$ cat src/rtl/rvfi_retire_stats_pkg.sv
// rvfi_stats_pkg: shared definitions for the RVFI retirement statistics block.
//   cnt_idx_e  - counter index, also the encoding used on the rd_sel read port
//   NUM_CNT    - number of live counters (indices 6 and 7 read as zero)
//   OPC_LONG   - insn[1:0] value marking an uncompressed 32-bit instruction
//   cnt_evt_t  - per-counter increment strobes, indexed by cnt_idx_e
package rvfi_stats_pkg;

    typedef enum logic [2:0] {
        TOTAL  = 3'd0,
        DMEMRD = 3'd1,
        DMEMWR = 3'd2,
        LONG   = 3'd3,
        COMPR  = 3'd4,
        TRAP   = 3'd5
    } cnt_idx_e;

    localparam int unsigned NUM_CNT  = 6;
    localparam logic [1:0]  OPC_LONG = 2'b11;

    typedef logic [NUM_CNT-1:0] cnt_evt_t;

endpackage

$ cat src/rtl/rvfi_retire_stats_sat_counter.sv
// rvfi_sat_counter: W-bit event counter that sticks at all-ones.
//   clk, reset_n - clock, asynchronous active-low reset
//   inc          - count one event this cycle
//   clr          - synchronous clear, wins over inc
//   cnt          - registered count
module rvfi_sat_counter #(
    parameter int unsigned W = 16
) (
    input  logic         clk,
    input  logic         reset_n,
    input  logic         inc,
    input  logic         clr,
    output logic [W-1:0] cnt
);

    logic [W-1:0] cnt_q;
    logic [W-1:0] cnt_d;

    always_comb begin
        cnt_d = cnt_q;
        if (clr) begin
            cnt_d = '0;
        end else if (inc && (cnt_q != '1)) begin
            cnt_d = cnt_q + 1'b1;
        end
    end

    always_ff @(posedge clk or negedge reset_n) begin
        if (!reset_n) begin
            cnt_q <= '0;
        end else begin
            cnt_q <= cnt_d;
        end
    end

    assign cnt = cnt_q;

endmodule

$ cat src/rtl/rvfi_retire_stats.sv
// rvfi_retire_stats: passive observer of the RVFI retirement stream.
// Classifies each retired instruction, keeps saturating per-class counters,
// a snapshot bank readable through a one-cycle-latency read port, and a
// sticky flag once every memory/length class has reached GOAL events.
//   clk, reset_n           - clock, asynchronous active-low reset
//   rvfi_valid/insn/trap   - retirement strobe, instruction word, trap flag
//   rvfi_mem_rmask/wmask   - data read / write byte masks
//   clear                  - synchronous clear of counters, snapshot, goal_hit
//   snap                   - copy live counters into the snapshot bank
//   rd_req, rd_sel         - read request and counter index (cnt_idx_e)
//   rd_ack, rd_data        - one-cycle read response pulse and data
//   goal_hit               - sticky coverage goal
module rvfi_retire_stats
    import rvfi_stats_pkg::*;
#(
    parameter int unsigned CNT_W = 16,
    parameter int unsigned GOAL  = 2
) (
    input  logic             clk,
    input  logic             reset_n,
    input  logic             rvfi_valid,
    input  logic [31:0]      rvfi_insn,
    input  logic             rvfi_trap,
    input  logic [3:0]       rvfi_mem_rmask,
    input  logic [3:0]       rvfi_mem_wmask,
    input  logic             clear,
    input  logic             snap,
    input  logic             rd_req,
    input  logic [2:0]       rd_sel,
    output logic             rd_ack,
    output logic [CNT_W-1:0] rd_data,
    output logic             goal_hit
);

    typedef logic [CNT_W-1:0] bank_t [NUM_CNT];

    localparam logic [CNT_W-1:0] GOAL_C = CNT_W'(GOAL);

    cnt_evt_t         evt;
    bank_t            live;
    bank_t            snap_q;
    bank_t            snap_d;
    logic             goal_all;
    logic             goal_q;
    logic             goal_d;
    logic [CNT_W-1:0] rd_val;
    logic             rd_ack_q;
    logic             rd_ack_d;
    logic [CNT_W-1:0] rd_data_q;
    logic [CNT_W-1:0] rd_data_d;

    // Event decode; trapped instructions never count as memory accesses.
    always_comb begin
        evt = '0;
        if (rvfi_valid) begin
            evt[TOTAL]  = 1'b1;
            evt[TRAP]   = rvfi_trap;
            evt[LONG]   = (rvfi_insn[1:0] == OPC_LONG);
            evt[COMPR]  = (rvfi_insn[1:0] != OPC_LONG);
            evt[DMEMRD] = (|rvfi_mem_rmask) && !rvfi_trap;
            evt[DMEMWR] = (|rvfi_mem_wmask) && !rvfi_trap;
        end
    end

    for (genvar g = 0; g < NUM_CNT; g++) begin : g_cnt
        rvfi_sat_counter #(
            .W(CNT_W)
        ) u_cnt (
            .clk    (clk),
            .reset_n(reset_n),
            .inc    (evt[g]),
            .clr    (clear),
            .cnt    (live[g])
        );
    end

    // Snapshot takes the registered counts, so a same-cycle event is excluded.
    always_comb begin
        snap_d = snap_q;
        if (clear) begin
            for (int unsigned i = 0; i < NUM_CNT; i++) begin
                snap_d[i] = '0;
            end
        end else if (snap) begin
            snap_d = live;
        end
    end

    assign goal_all = (live[DMEMRD] >= GOAL_C) && (live[DMEMWR] >= GOAL_C) &&
                      (live[LONG]   >= GOAL_C) && (live[COMPR]  >= GOAL_C);

    assign goal_d = clear ? 1'b0 : (goal_q | goal_all);

    // Indices past the last counter read as zero.
    always_comb begin
        rd_val = '0;
        for (int unsigned i = 0; i < NUM_CNT; i++) begin
            if (rd_sel == 3'(i)) begin
                rd_val = snap_q[i];
            end
        end
    end

    assign rd_ack_d  = rd_req;
    assign rd_data_d = rd_req ? rd_val : rd_data_q;

    always_ff @(posedge clk or negedge reset_n) begin
        if (!reset_n) begin
            snap_q    <= '{default: '0};
            goal_q    <= 1'b0;
            rd_ack_q  <= 1'b0;
            rd_data_q <= '0;
        end else begin
            snap_q    <= snap_d;
            goal_q    <= goal_d;
            rd_ack_q  <= rd_ack_d;
            rd_data_q <= rd_data_d;
        end
    end

    assign rd_ack   = rd_ack_q;
    assign rd_data  = rd_data_q;
    assign goal_hit = goal_q;

endmodule

$ cat config.mk
export PLATFORM = sky130hd
export DESIGN_NAME = rvfi_retire_stats
export DESIGN_NICKNAME = d
export VERILOG_FILES = /design/src/rtl/rvfi_retire_stats_pkg.sv /design/src/rtl/rvfi_retire_stats_sat_counter.sv /design/src/rtl/rvfi_retire_stats.sv
export SDC_FILE = /design/constraint.sdc
export NUM_CORES = 1
export LEC_CHECK = 0
export BUFFER_PORTS_ARGS = -buffer_cell sky130_fd_sc_hd__buf_2
export CAP_MARGIN = 10
export CORE_ASPECT_RATIO = 0.5
export CORE_MARGIN = 2
export CORE_UTILIZATION = 55
export CTS_CLUSTER_DIAMETER = 200
export DETAILED_ROUTE_END_ITERATION = 10
export GPL_TIMING_DRIVEN = 0
export PLACE_DENSITY_LB_ADDON = 0.15
export SLEW_MARGIN = 20
export SYNTH_ARGS = -nofsm -noshare
export SYNTH_HDL_FRONTEND = slang
export SYNTH_SLANG_ARGS = --single-unit
$ cat constraint.sdc
create_clock -name clk -period 2.08 [get_ports clk]
set_clock_uncertainty 0.15 [all_clocks]
set_input_delay 0.416 -clock clk [delete_from_list [all_inputs] [get_ports clk]]
set_output_delay 0.416 -clock clk [all_outputs]
set_load 0.02 [all_outputs]
==> results of run 1 <==
## where the power goes
part | switching [mW] | total, mW | internal, mW
sequential | 0.0475 | 4.18 | 4.13
clock | 1.63 | 3.64 | 2.02
combinational | 0.404 | 0.582 | 0.178
## worst min path at each step
stage                                 from  cells after the start  slack [ns]                                end
global route                  rvfi_insn[1]                      4        0.25  g_cnt[4].u_cnt.cnt[2]$_DFFE_PN0P_
global placement    snap_q[47]$_DFFE_PN0P_                      2        0.35             snap_q[47]$_DFFE_PN0P_
finish                        rvfi_insn[1]                      4        0.22  g_cnt[4].u_cnt.cnt[2]$_DFFE_PN0P_
detailed placement                 reset_n                      1        0.22  g_cnt[3].u_cnt.cnt[7]$_DFFE_PN0P_
floorplan                          reset_n                      0       -0.03  g_cnt[0].u_cnt.cnt[0]$_DFFE_PN0P_
CTS                           rvfi_insn[1]                      4        0.21  g_cnt[4].u_cnt.cnt[2]$_DFFE_PN0P_
## per-layer routing
layer,wire length (um),part of all wire (%)
met2,11700,42
met1,13700,49
met4,432,1.6
met5,0,0
met3,1930,6.9
## kinds of logic (layout without fill, tap and decap cells)
kind of cell	after synthesis	count (layout)	share of synthesized area (%)
AOI/OAI and AO/OA	145	145	8.91
xor gates and xnor gates	65	65	5.41
adders and majority gates	10	10	1.19
muxes	117	117	11.4
DFF	210	210	50.0
buffers and inverters	92	170	3.49
and+or+nand+nor	432	432	19.6
## metrics by stage
step	cell area [sq um]	setup WS (ns)
6_report	11900	0.0581
5_1_grt	11900	-0.0454
4_1_cts	11800	0.0119
3_5_place_dp	11100	-0.546
3_3_place_gp	11000	-3.07
2_1_floorplan	10500	0.0149
## worst reg2reg max path, stage by stage (launching register included)
cell     delay, ns
dfrtp_2       0.36
buf_4         0.11
and4_4        0.23
nand2_4       0.06
or4_4         0.54
or3_4         0.38
a21oi_2       0.11
## final cells by class
type                            instances  area, sq um  share of cell area [%]
Buffer                                 65          275                    2.31
Clock buffer                           27          558                    4.68
Clock inverter                          8         71.3                   0.598
Inverter                               25         93.8                   0.787
Multi-Input combinational cell        769         5020                    42.1
Sequential cell                       210         5270                    44.2
Tap cell                              259          324                    2.72
Timing Repair Buffer                   45          310                    2.60
## cell usage after synthesis, drive strengths merged (15+ instances only)
cell | n | area share, %
mux2 | 15 | 1.6
dfrtp | 210 | 50
nor3 | 22 | 1.0
xnor2 | 36 | 3.0
mux2i | 101 | 9.6
o221ai | 15 | 1.2
nor4 | 33 | 2.2
buf | 19 | 0.84
nand3 | 32 | 1.5
a211oi | 16 | 1.2
xor2 | 29 | 2.4
nand4 | 32 | 2.0
nand2 | 53 | 1.9
a21oi | 35 | 1.7
and3 | 19 | 1.1
inv | 25 | 0.89
o21ai | 39 | 1.9
clkbuf | 48 | 1.7
a22oi | 15 | 1.1
nor2 | 210 | 7.5
## registers in the layout (all words and copies together), names as in the netlist
register and cells:
g_cnt.u_cnt.cnt 96, snap_q 96, rd_data 16, goal_hit 1, rd_ack 1
## repair_timing
| item | 4_1_cts | 5_1_grt |
|---|---|---|
| setup endpoints to repair | 23 | 40 |
| gates resized for setup | 17 | 29 |
| pin swaps | 1 | 8 |
| setup buffers | 4 | 5 |
| hold buffers | 2 | 0 |
| endpoints found under the hold margin | 54 | 0 |
==> flow_summary.toml, run 1 <==
[global_route]
grt_overflow_total = 0
busiest_layer = "met1"
antenna_found_initial = 0
met2_usage_pct = 41.2
grt_first_pass_wirelength_mm = 44.4
grt_pass1_vias = 7890
grt_use_total_pct = 28.7
grt_use_met3_pct = 5.79
grt_max_degree = 94
use_met1_pct = 45.0

[logic_synthesis]
syn_area_sq_um = 10500
ys.warnings.count = 0
synth-seq-cells = 210
synth_edf_count = 0
syn_inst = 1071
ys_async_sr_fraction_pct = 100
avgSynthCellArea_sq_um = 9.82
synth_cell_types = 54
synthesis.nets = 1131
yosys_most_used_dff = "dfrtp_1"
ys_seq_area_share_pct = 50.0

[place]
dp_hpwl_mm = 20.0
portBuffers = 33
dpl.cell_count = 1365
place_congestion = 0.995

[clock_network]
ctsLongestPathBuffers = 3
numCtsBuffers = 20
clk_latency_ns = 0.51
path_clk_slew_ns = 0.07
cts-root-buf = "clkbuf_16"
cts.sinks = 210
cts_tree = "done"
h-tree-depth = 1

[critical_path]
crit_fanout = 3
crit_cells = 6
reg2reg_from = "g_cnt[3].u_cnt.cnt[0]$_DFFE_PN0P_"
crit_arrival_ns = 2.29
crit_family = "simple AND/OR/NAND/NOR gates"
cp-start-kind = "flip-flop"
critPathSlowestCell = "or4_4"
r2r-end = "g_cnt[3].u_cnt.cnt[13]$_DFFE_PN0P_"
crit_path_end = "g_cnt[3].u_cnt.cnt[13]$_DFFE_PN0P_"
path_cells = "buf_4 -> and4_4 -> nand2_4 -> or4_4 -> or3_4 -> a21oi_2"
cpPeakStageDelay_ns = 0.54
end_kind = "flip-flop"
crit_type = "flip-flop to flip-flop"
critPathLaunch = "g_cnt[3].u_cnt.cnt[0]$_DFFE_PN0P_"
rrSetupSlack_ns = 0.06
rr_worst_depth = 6
crit_buf_inv = 1
required_ns = 2.35

[floorplanning]
row_count = 35
ioPinCount = 68
start_util_pct = 56.6
die_h_um = 102
core_sq_um = 18600
die_w_um = 200
die-area_sq_um = 20300

[timing]
post-route-period-util_pct = 97.2
drv_slew = 0
relSlewSlack_pct = 32.7
fmax_mhz = 495
setup_tns_ns = 0
holdWs_ns = 0.216
setup_viol = 0
finalHoldViolations = 0
rsz0062_at_grt = "yes"
worst_pin_slew_ns = 1.01
layout_min_cycle_time_ns = 2.02

[hold_path]
hold_path.class = "input port to flip-flop"

[layout]
syn2layout_area_growth_pct = 13.4
final_cell_mix = "209 x nor2_1, 197 x dfrtp_1, 101 x mux2i_1"
fillerInstances = 1556
final_common_cell = "nor2_1"
nNetsFinal = 1196
final_cells = 1408
final_util_pct = 64.2
drive_gt1_share_pct = 12.9
n_antenna_cell = 0

[drt]
drt-total-wl_mm = 27.8
drt_iter0_markers = 754
avgRoutedWirePerCell_um = 19.7
first_pass_iters = 5
route.detailed.drc = 0
antenna_left = 0
vias = 8398
vias_per_cell = 5.96

[flow_run]
drv_cap = 0

[power]
leakage_nw = 5.34
ir_drop_uv = 508
p_total_mw = 8.40
pwr_density_cell_nw_per_um2 = 705

[outcome]
status = "complete, no violations"
Power figures use the tool's default switching activity.
==> inputs of run 2 (changes only) <==
--- a/config.mk
+++ b/config.mk
@@ -13,7 +13,7 @@
 export CTS_CLUSTER_DIAMETER = 200
 export DETAILED_ROUTE_END_ITERATION = 10
 export GPL_TIMING_DRIVEN = 0
-export PLACE_DENSITY_LB_ADDON = 0.15
+export PLACE_DENSITY = 0.74
 export SLEW_MARGIN = 20
 export SYNTH_ARGS = -nofsm -noshare
 export SYNTH_HDL_FRONTEND = slang
==> run 2 against run 1 <==
Setup slack got worse by 0.030 ns; die area did not move; critical path depth fell by 1; global-route usage fell by 0.37 points; cell count rose by 0.21%; critical endpoint is now snap_q[82]$_DFFE_PN0P_; sequential power barely moved.
==> flow_summary.toml, run 2 (synthesized netlist as in run 1, its figures left out) <==
[global_route]
grt_pass1_vias = 7983
grt_use_met3_pct = 5.33
busiest_layer = "met1"
antenna_found_initial = 0
grt_use_total_pct = 28.4
grt_first_pass_wirelength_mm = 44.0
met2_usage_pct = 42.7
grt_max_degree = 92
grt_overflow_total = 0
use_met1_pct = 42.8

[floorplanning]
die_w_um = 200
die_h_um = 102
row_count = 35
core_sq_um = 18600
ioPinCount = 68
die-area_sq_um = 20300
start_util_pct = 56.6

[place]
place_ws_ns = -0.551
dpl.cell_count = 1365
portBuffers = 33
dp_hpwl_mm = 20.0
place_congestion = 0.959
placed_area_sq_um = 11100

[critical_path]
crit_type = "input port to flip-flop"
reg2reg_from = "g_cnt[3].u_cnt.cnt[6]$_DFFE_PN0P_"
rr_worst_depth = 5
crit_arrival_ns = 2.26
rrSetupSlack_ns = 0.05
r2r-end = "g_cnt[3].u_cnt.cnt[13]$_DFFE_PN0P_"
end_kind = "flip-flop"
crit_fanout = 10
cp-start-kind = "input port"
required_ns = 2.29

[layout]
nNetsFinal = 1199
fin_area_sq_um = 12000
final_util_pct = 64.7
syn2layout_area_growth_pct = 14.3
final_cells = 1411
final_common_cell = "nor2_1"
final_cell_mix = "209 x nor2_1, 199 x dfrtp_1, 101 x mux2i_1"
drive_gt1_share_pct = 13.3
n_antenna_cell = 0

[drt]
route.detailed.drc = 0
vias_per_cell = 6.01
vias = 8478
antenna_left = 0
drt_iter0_markers = 737
avgRoutedWirePerCell_um = 20.1
drt-total-wl_mm = 28.3
first_pass_iters = 5

[timing]
worst_pin_slew_ns = 1.04
setup_viol = 0
layout_min_cycle_time_ns = 2.05
drv_slew = 0
relSlewSlack_pct = 30.6
fmax_mhz = 487
finalHoldViolations = 0
post-route-period-util_pct = 98.7
setup_ws_ns = 0.0280
holdWs_ns = 0.210
setup_tns_ns = 0

[outcome]
status = "complete, no violations"

[power]
ir_drop_uv = 420
p_total_mw = 8.68
leakage_nw = 5.37
pwr_density_cell_nw_per_um2 = 723

[clock_network]
path_clk_slew_ns = 0.07
cts-root-buf = "clkbuf_16"
clk_latency_ns = 0.50
h-tree-depth = 1
numCtsBuffers = 20
ctsLongestPathBuffers = 3
cts.sinks = 210
cts_tree = "done"

[hold_path]
hold_path.class = "input port to asynchronous set/reset pin"

[flow_run]
drv_cap = 0
run 2: changes by cell type in the layout (fill, tap and decap cells not counted), sizes merged:
cell,delta
buf,+3
bufinv,+2
clkbuf,-2
clkinv,-1
inv,+1
run 2: critical path, stage by stage:
cell,delay [ns]
clkbuf_1,0.41
buf_1,0.66
buf_2,0.46
mux2i_1,0.25
nor2_1,0.06
run 2: layer usage:
layer / up-vias / routed length (um) / part of all wire [%]
li1: 3930 / - / -
met1: 4257 / 13300 / 47
met2: 250 / 12600 / 44
met3: 41 / 1900 / 6.7
met4: 0 / 521 / 1.8
met5: - / 0 / 0
run 2: final cells by class:
cell class	count	area (sq um)
Fill cell	1506	6550
Sequential cell	210	5270
Multi-Input combinational cell	769	5030
Clock buffer	25	561
Timing Repair Buffer	48	333
Tap cell	259	324
Buffer	65	272
Clock inverter	10	131
Inverter	25	93.8
run 2: worst max-delay path by stage:
stage          cells past startpoint  slack [ns]                         startpoint                                  to
6_report                           5        0.03                               snap              snap_q[82]$_DFFE_PN0P_
5_1_grt                            6      -0.006  g_cnt[3].u_cnt.cnt[1]$_DFFE_PN0P_  g_cnt[3].u_cnt.cnt[13]$_DFFE_PN0P_
4_1_cts                            6       0.004  g_cnt[5].u_cnt.cnt[2]$_DFFE_PN0P_   g_cnt[5].u_cnt.cnt[4]$_DFFE_PN0P_
3_5_place_dp                       7       -0.55                          rd_sel[0]              rd_data[2]$_DFFE_PN0P_
3_3_place_gp                       1       -2.99                            reset_n   g_cnt[2].u_cnt.cnt[9]$_DFFE_PN0P_
2_1_floorplan                      7        0.01                          rd_sel[0]              rd_data[2]$_DFFE_PN0P_
run 2: timing repair:
item                                   in CTS  in global routing
cloned                                      0                  0
hold buffers                                2                  0
setup endpoints to repair                  24                 47
pin swaps                                   1                  7
buffers inserted                            5                  6
resized for setup                          13                 31
endpoints found under the hold margin      33                  0
run 2: where the power goes:
part / internal (mW) / total, mW / switching, mW
logic: 0.181 / 0.590 / 0.409
registers: 4.13 / 4.18 / 0.0476
clock network: 2.29 / 3.91 / 1.62
total: 6.60 / 8.68 / 2.08
